--- config.mk ---
export PLATFORM = sky130hd
export DESIGN_NAME = channel_ctrl
export DESIGN_NICKNAME = d
export VERILOG_FILES = /design/src/rtl/channel_ctrl.sv
export SDC_FILE = /design/constraint.sdc
export NUM_CORES = 1
export LEC_CHECK = 0
export BUFFER_PORTS_ARGS = -buffer_cell sky130_fd_sc_hd__buf_4
export CAP_MARGIN = 0
export CORE_ASPECT_RATIO = 1.1
export CORE_MARGIN = 3
export CORE_UTILIZATION = 61
export CTS_CLUSTER_SIZE = 16
export DETAILED_ROUTE_END_ITERATION = 8
export PLACE_DENSITY = 0.79
export SYNTH_ARGS = -nofsm -noshare
export SYNTH_HDL_FRONTEND = slang
export SYNTH_SLANG_ARGS = --single-unit
--- constraint.sdc ---
create_clock -name clk -period 3.11 [get_ports clk]
set_clock_uncertainty 0.2 [all_clocks]
set_input_delay 0.1555 -clock clk [delete_from_list [all_inputs] [get_ports clk]]
set_output_delay 0.1555 -clock clk [all_outputs]
set_load 0.01 [all_outputs]
--- src/rtl/channel_ctrl.sv ---
// Per-channel front-panel control: debounced buttons drive scale code, coupling-mode glyph and trace offset.
// Outputs update DEBOUNCE_CYCLES+3 cycles after a raw button edge; changed pulses in that same cycle.
module channel_ctrl #(
  parameter int         DEBOUNCE_CYCLES = 1_000_000,
  parameter int         REPEAT_DELAY    = 50_000_000,
  parameter int         REPEAT_PERIOD   = 5_000_000,
  parameter logic [3:0] SCALE_INIT      = 4'd4,
  parameter logic [3:0] SCALE_MAX       = 4'd9,
  parameter logic [9:0] OFFSET_INIT     = 10'd240,
  parameter logic [9:0] OFFSET_MIN      = 10'd16,
  parameter logic [9:0] OFFSET_MAX      = 10'd464,
  parameter logic [9:0] OFFSET_STEP     = 10'd4,
  parameter logic [4:0] MODE0           = 5'd10,
  parameter logic [4:0] MODE1           = 5'd11,
  parameter logic [4:0] MODE2           = 5'd12
) (
  input  logic       clk,
  input  logic       rst_n,
  input  logic       sel,
  input  logic       btn_up,
  input  logic       btn_down,
  input  logic       btn_scale_up,
  input  logic       btn_scale_dn,
  input  logic       btn_mode,
  output logic [3:0] scale_out,
  output logic [4:0] mode_out,
  output logic [9:0] offset_y_move,
  output logic       changed
);
  localparam int DB_W = $clog2(DEBOUNCE_CYCLES + 1);
  localparam int RMAX = (REPEAT_DELAY > REPEAT_PERIOD) ? REPEAT_DELAY : REPEAT_PERIOD;
  localparam int RP_W = $clog2(RMAX + 1);

  typedef enum logic [1:0] {IDLE, HOLD, RPT} state_t;

  logic [4:0]            sync1_q, sync1_d, sync2_q, sync2_d;
  logic [4:0]            stable_q, stable_d, stable_prev_q, stable_prev_d, press;
  logic [4:0][DB_W-1:0]  db_cnt_q, db_cnt_d;
  state_t                state_q, state_d;
  logic [RP_W-1:0]       rpt_cnt_q, rpt_cnt_d;
  logic                  hold_one, press_one, step;
  logic [3:0]            scale_q, scale_d;
  logic [4:0]            mode_q, mode_d;
  logic [9:0]            offset_q, offset_d;
  logic [10:0]           off_dn;
  logic                  changed_q, changed_d;

  // bit order: 0 up, 1 down, 2 scale up, 3 scale down, 4 mode
  assign sync1_d       = {btn_mode, btn_scale_dn, btn_scale_up, btn_down, btn_up};
  assign sync2_d       = sync1_q;
  assign stable_prev_d = stable_q;
  assign press         = stable_q & ~stable_prev_q & {5{sel}};

  always_comb begin
    for (int i = 0; i < 5; i++) begin
      db_cnt_d[i] = '0;
      stable_d[i] = stable_q[i];
      if (sync2_q[i] != stable_q[i]) begin
        if (db_cnt_q[i] == DB_W'(DEBOUNCE_CYCLES - 1)) stable_d[i] = sync2_q[i];
        else db_cnt_d[i] = db_cnt_q[i] + 1'b1;
      end
    end
  end

  // A held offset button only counts while it is the only one held and the channel is selected.
  assign hold_one  = sel & (stable_q[0] ^ stable_q[1]);
  assign press_one = hold_one & (press[0] | press[1]);

  always_comb begin
    state_d = state_q;
    case (state_q)
      IDLE:    if (press_one) state_d = HOLD;
      HOLD:    if (!hold_one) state_d = IDLE;
               else if (rpt_cnt_q == RP_W'(REPEAT_DELAY - 1)) state_d = RPT;
      RPT:     if (!hold_one) state_d = IDLE;
      default: state_d = IDLE;
    endcase
  end

  always_comb begin
    step      = 1'b0;
    rpt_cnt_d = '0;
    case (state_q)
      IDLE: step = press_one;
      HOLD: if (hold_one) begin
              if (rpt_cnt_q == RP_W'(REPEAT_DELAY - 1)) step = 1'b1;
              else rpt_cnt_d = rpt_cnt_q + 1'b1;
            end
      RPT:  if (hold_one) begin
              if (rpt_cnt_q == RP_W'(REPEAT_PERIOD - 1)) step = 1'b1;
              else rpt_cnt_d = rpt_cnt_q + 1'b1;
            end
      default: ;
    endcase
  end

  assign off_dn = {1'b0, offset_q} + {1'b0, OFFSET_STEP};

  always_comb begin
    offset_d = offset_q;
    if (step) begin
      if (stable_q[1]) offset_d = (off_dn > {1'b0, OFFSET_MAX}) ? OFFSET_MAX : off_dn[9:0];
      else offset_d = (offset_q < OFFSET_MIN + OFFSET_STEP) ? OFFSET_MIN : offset_q - OFFSET_STEP;
    end

    scale_d = scale_q;
    if (press[2] && !press[3] && scale_q < SCALE_MAX) scale_d = scale_q + 4'd1;
    else if (press[3] && !press[2] && scale_q != 4'd0) scale_d = scale_q - 4'd1;

    mode_d = mode_q;
    if (press[4]) mode_d = (mode_q == MODE0) ? MODE1 : (mode_q == MODE1) ? MODE2 : MODE0;

    changed_d = (scale_d != scale_q) | (mode_d != mode_q) | (offset_d != offset_q);
  end

  always_ff @(posedge clk or negedge rst_n) begin
    if (!rst_n) begin
      sync1_q       <= '0;
      sync2_q       <= '0;
      stable_q      <= '0;
      stable_prev_q <= '0;
      db_cnt_q      <= '0;
      state_q       <= IDLE;
      rpt_cnt_q     <= '0;
      scale_q       <= SCALE_INIT;
      mode_q        <= MODE0;
      offset_q      <= OFFSET_INIT;
      changed_q     <= 1'b0;
    end else begin
      sync1_q       <= sync1_d;
      sync2_q       <= sync2_d;
      stable_q      <= stable_d;
      stable_prev_q <= stable_prev_d;
      db_cnt_q      <= db_cnt_d;
      state_q       <= state_d;
      rpt_cnt_q     <= rpt_cnt_d;
      scale_q       <= scale_d;
      mode_q        <= mode_d;
      offset_q      <= offset_d;
      changed_q     <= changed_d;
    end
  end

  assign scale_out     = scale_q;
  assign mode_out      = mode_q;
  assign offset_y_move = offset_q;
  assign changed       = changed_q;
endmodule

==> results.cfg <==
[run_status]
status = completed

[clock_tree]
cts_sinks = 168
cts_setup_buffers = 0
insertion_delay_ns = 0.42
cts_htree_levels = 4
cts_buffer_depth = 2
numCtsBuffers = 17
root_buffer = clkbuf_16
path_clk_slew_ns = 0.06
cts_tree = built

[critical_path]
worstSetupStartpointType = register
endpoint_kind = register
crit_chain = or4b_1 -> or4_1 -> nor4b_2 -> or3_1 -> a21boi_4 -> o2bb2ai_1
path_class = register to register
cp_max_fo = 11
required_ns = 3.25
crit_family = simple AND/OR/NAND/NOR gates
crit_buf_inv = 0
slowest_delay_ns = 0.59
rrSetupSlack_ns = 0.28
cp.arrival_ns = 2.97
cp_slowest_cell = or4b_1

[floorplan]
row_count = 44
die_w_um = 117
die-area_mm2 = 0.0151
core_mm2 = 0.0133
fp.dieH_um = 129
top_level_ports = 28
start_util = 0.628

[power_and_ir_drop]
irDropWorstVdd_uv = 402
power.density_mw_per_mm2 = 490
power.leakage_nw = 4.06

[detailed_routing]
dr_wl_met3_um = 682
wl_met2_mm = 8.40
top_layer = met4
wl_met1_mm = 7.10
drc = 0
vias = 6371
wire_per_inst_um = 15.0
initialDrtViolationCount = 545
via_per_inst = 5.78
dr.pass1.iters = 5
antenna_left = 0
drt-total-wl_mm = 16.5

[placement]
portBuffers = 27
place_ws_ns = 0.315
place_inst = 1063
gp_congestion = 0.895
post-dp-hpwl_mm = 11.2

[sta]
relSlewSlack = 0.541
setup_viol = 0
rsz0062_at_grt = false
period_needed_ns = 2.83
fin_crit_sh = 0.909
worst_slack_ns = 0.283
tightest_slew_ns = 0.688
maxSlewViolCount = 0
hold_violations = 0
fmax_mhz = 354
tns_ns = 0

[run]
drv_cap = 0

[synthesis]
synth-edff-count = 0
synthCells = 867
ys_ff_latch = 168
synth_area_mm2 = 0.00833
ys.flop_type = dfrtp_1
synth_cell_types = 59
yosysSeqAreaShare = 0.506
synth_warnings = 0
avgSynthCellArea_um2 = 9.61
async_flop_share = 1.00
syn_nets = 890

[global_route]
grt_first_pass_wirelength_mm = 28.5
antenna_found_initial = 0
grt_max_degree = 74
overflow = 0
gr-usage-all-layers = 0.227
grt_pass1_vias = 6347

[final_layout]
final_common_cell = dfrtp_1
final_cells = 1102
area_growth_pct = 13.4
layout_common_cells = 161 x dfrtp_1, 145 x nor2_1, 66 x nand2_1, 61 x xnor2_1, 55 x nand3_1
fin_nets = 928
layout-drive-gt1-share = 0.0959
antenna_cells = 0

[worst_hold_path]
hp-class = input port to async pin
[what timing repair did]
item / 4_1_cts / 5_1_grt
hold endpoints to repair: 78 / 0
hold buffers: 7 / 0
setup endpoints to repair: 0 / 0
resized for setup: 0 / 0
[per-layer routing]
| layer | global-route usage | vias to the layer above |
|---|---|---|
| li1 | - | 3037 |
| met1 | 0.278 | 3126 |
| met2 | 0.398 | 179 |
| met3 | 0.0400 | 29 |
| met4 | 0.101 | 0 |
| met5 | 0 | - |
[flip-flops by register name (all words and copies together), names as in the netlist]
signal and count:
changed 1, db_cnt_q 100, mode_out 5, offset_y_move 10, rpt_cnt_q 26, scale_out 4
stable_prev_d 5, stable_prev_q 5, state_q 2, sync1_q 5, sync2_q 5
[logic make-up (layout without fill, tap and decap cells)]
group                    Yosys count  in the layout  synth area share
flip-flops                       168            168             0.506
AO/OA/AOI/OAI                     80             80            0.0605
buffers and inverters             64            115            0.0311
AND/OR/NAND/NOR                  421            421             0.253
adder cells (fa/ha/maj)           15             15            0.0225
XOR/XNOR                         112            112             0.118
multiplexers                       7              7           0.00931
[worst paths after layout]
path,start,end,depth (start not counted)
max in group asynchronous,rst_n,scale_out[2],3
min in group clk,sync1_q[3],sync2_q[3],0
min,rst_n,db_cnt_q[23],2
max reg2reg,rpt_cnt_q[10],offset_y_move[3],6
max,rpt_cnt_q[10],offset_y_move[3],6
min reg2reg,sync1_q[3],sync2_q[3],0
[layout make-up]
class | count | area, um^2
fillers | 957 | 3820
clock inverters | 12 | 199
multi-input cells | 635 | 3860
flip-flops and latches | 168 | 4210
clock buffers | 20 | 447
repair buffers | 41 | 342
well taps | 184 | 230
inverters | 42 | 158
[through the flow]
stage               hold WS [ns]  total power, mW  cell area (um^2)   util
finish                     0.132             4.63              9450  0.712
global route               0.167             4.78              9450  0.712
CTS                        0.152             4.67              9450  0.712
detailed placement        0.0327             2.39              8730  0.658
global placement          0.0248             2.38              8730  0.658
floorplan                 -0.340             2.31              8330      -
[report_power, final]
part | internal [mW] | leakage [nW] | switching (mW)
Clock | 1.45 | 0.314 | 0.829
Combinational | 0.0377 | 1.50 | 0.0851
Sequential | 2.21 | 2.25 | 0.0190
Total | 3.69 | 4.06 | 0.933
[Yosys cell counts, drive strengths merged, types with 20 or more instances]
master / n / area (um^2)
xnor2: 61 / 534
inv: 42 / 158
xor2: 51 / 447
a21oi: 25 / 129
nor3: 27 / 135
o21ai: 23 / 115
nor2: 145 / 544
dfrtp: 161 / 4030
nand4: 20 / 125
nand3: 55 / 275
nand2: 66 / 248
(Power assumes the default switching activity.)
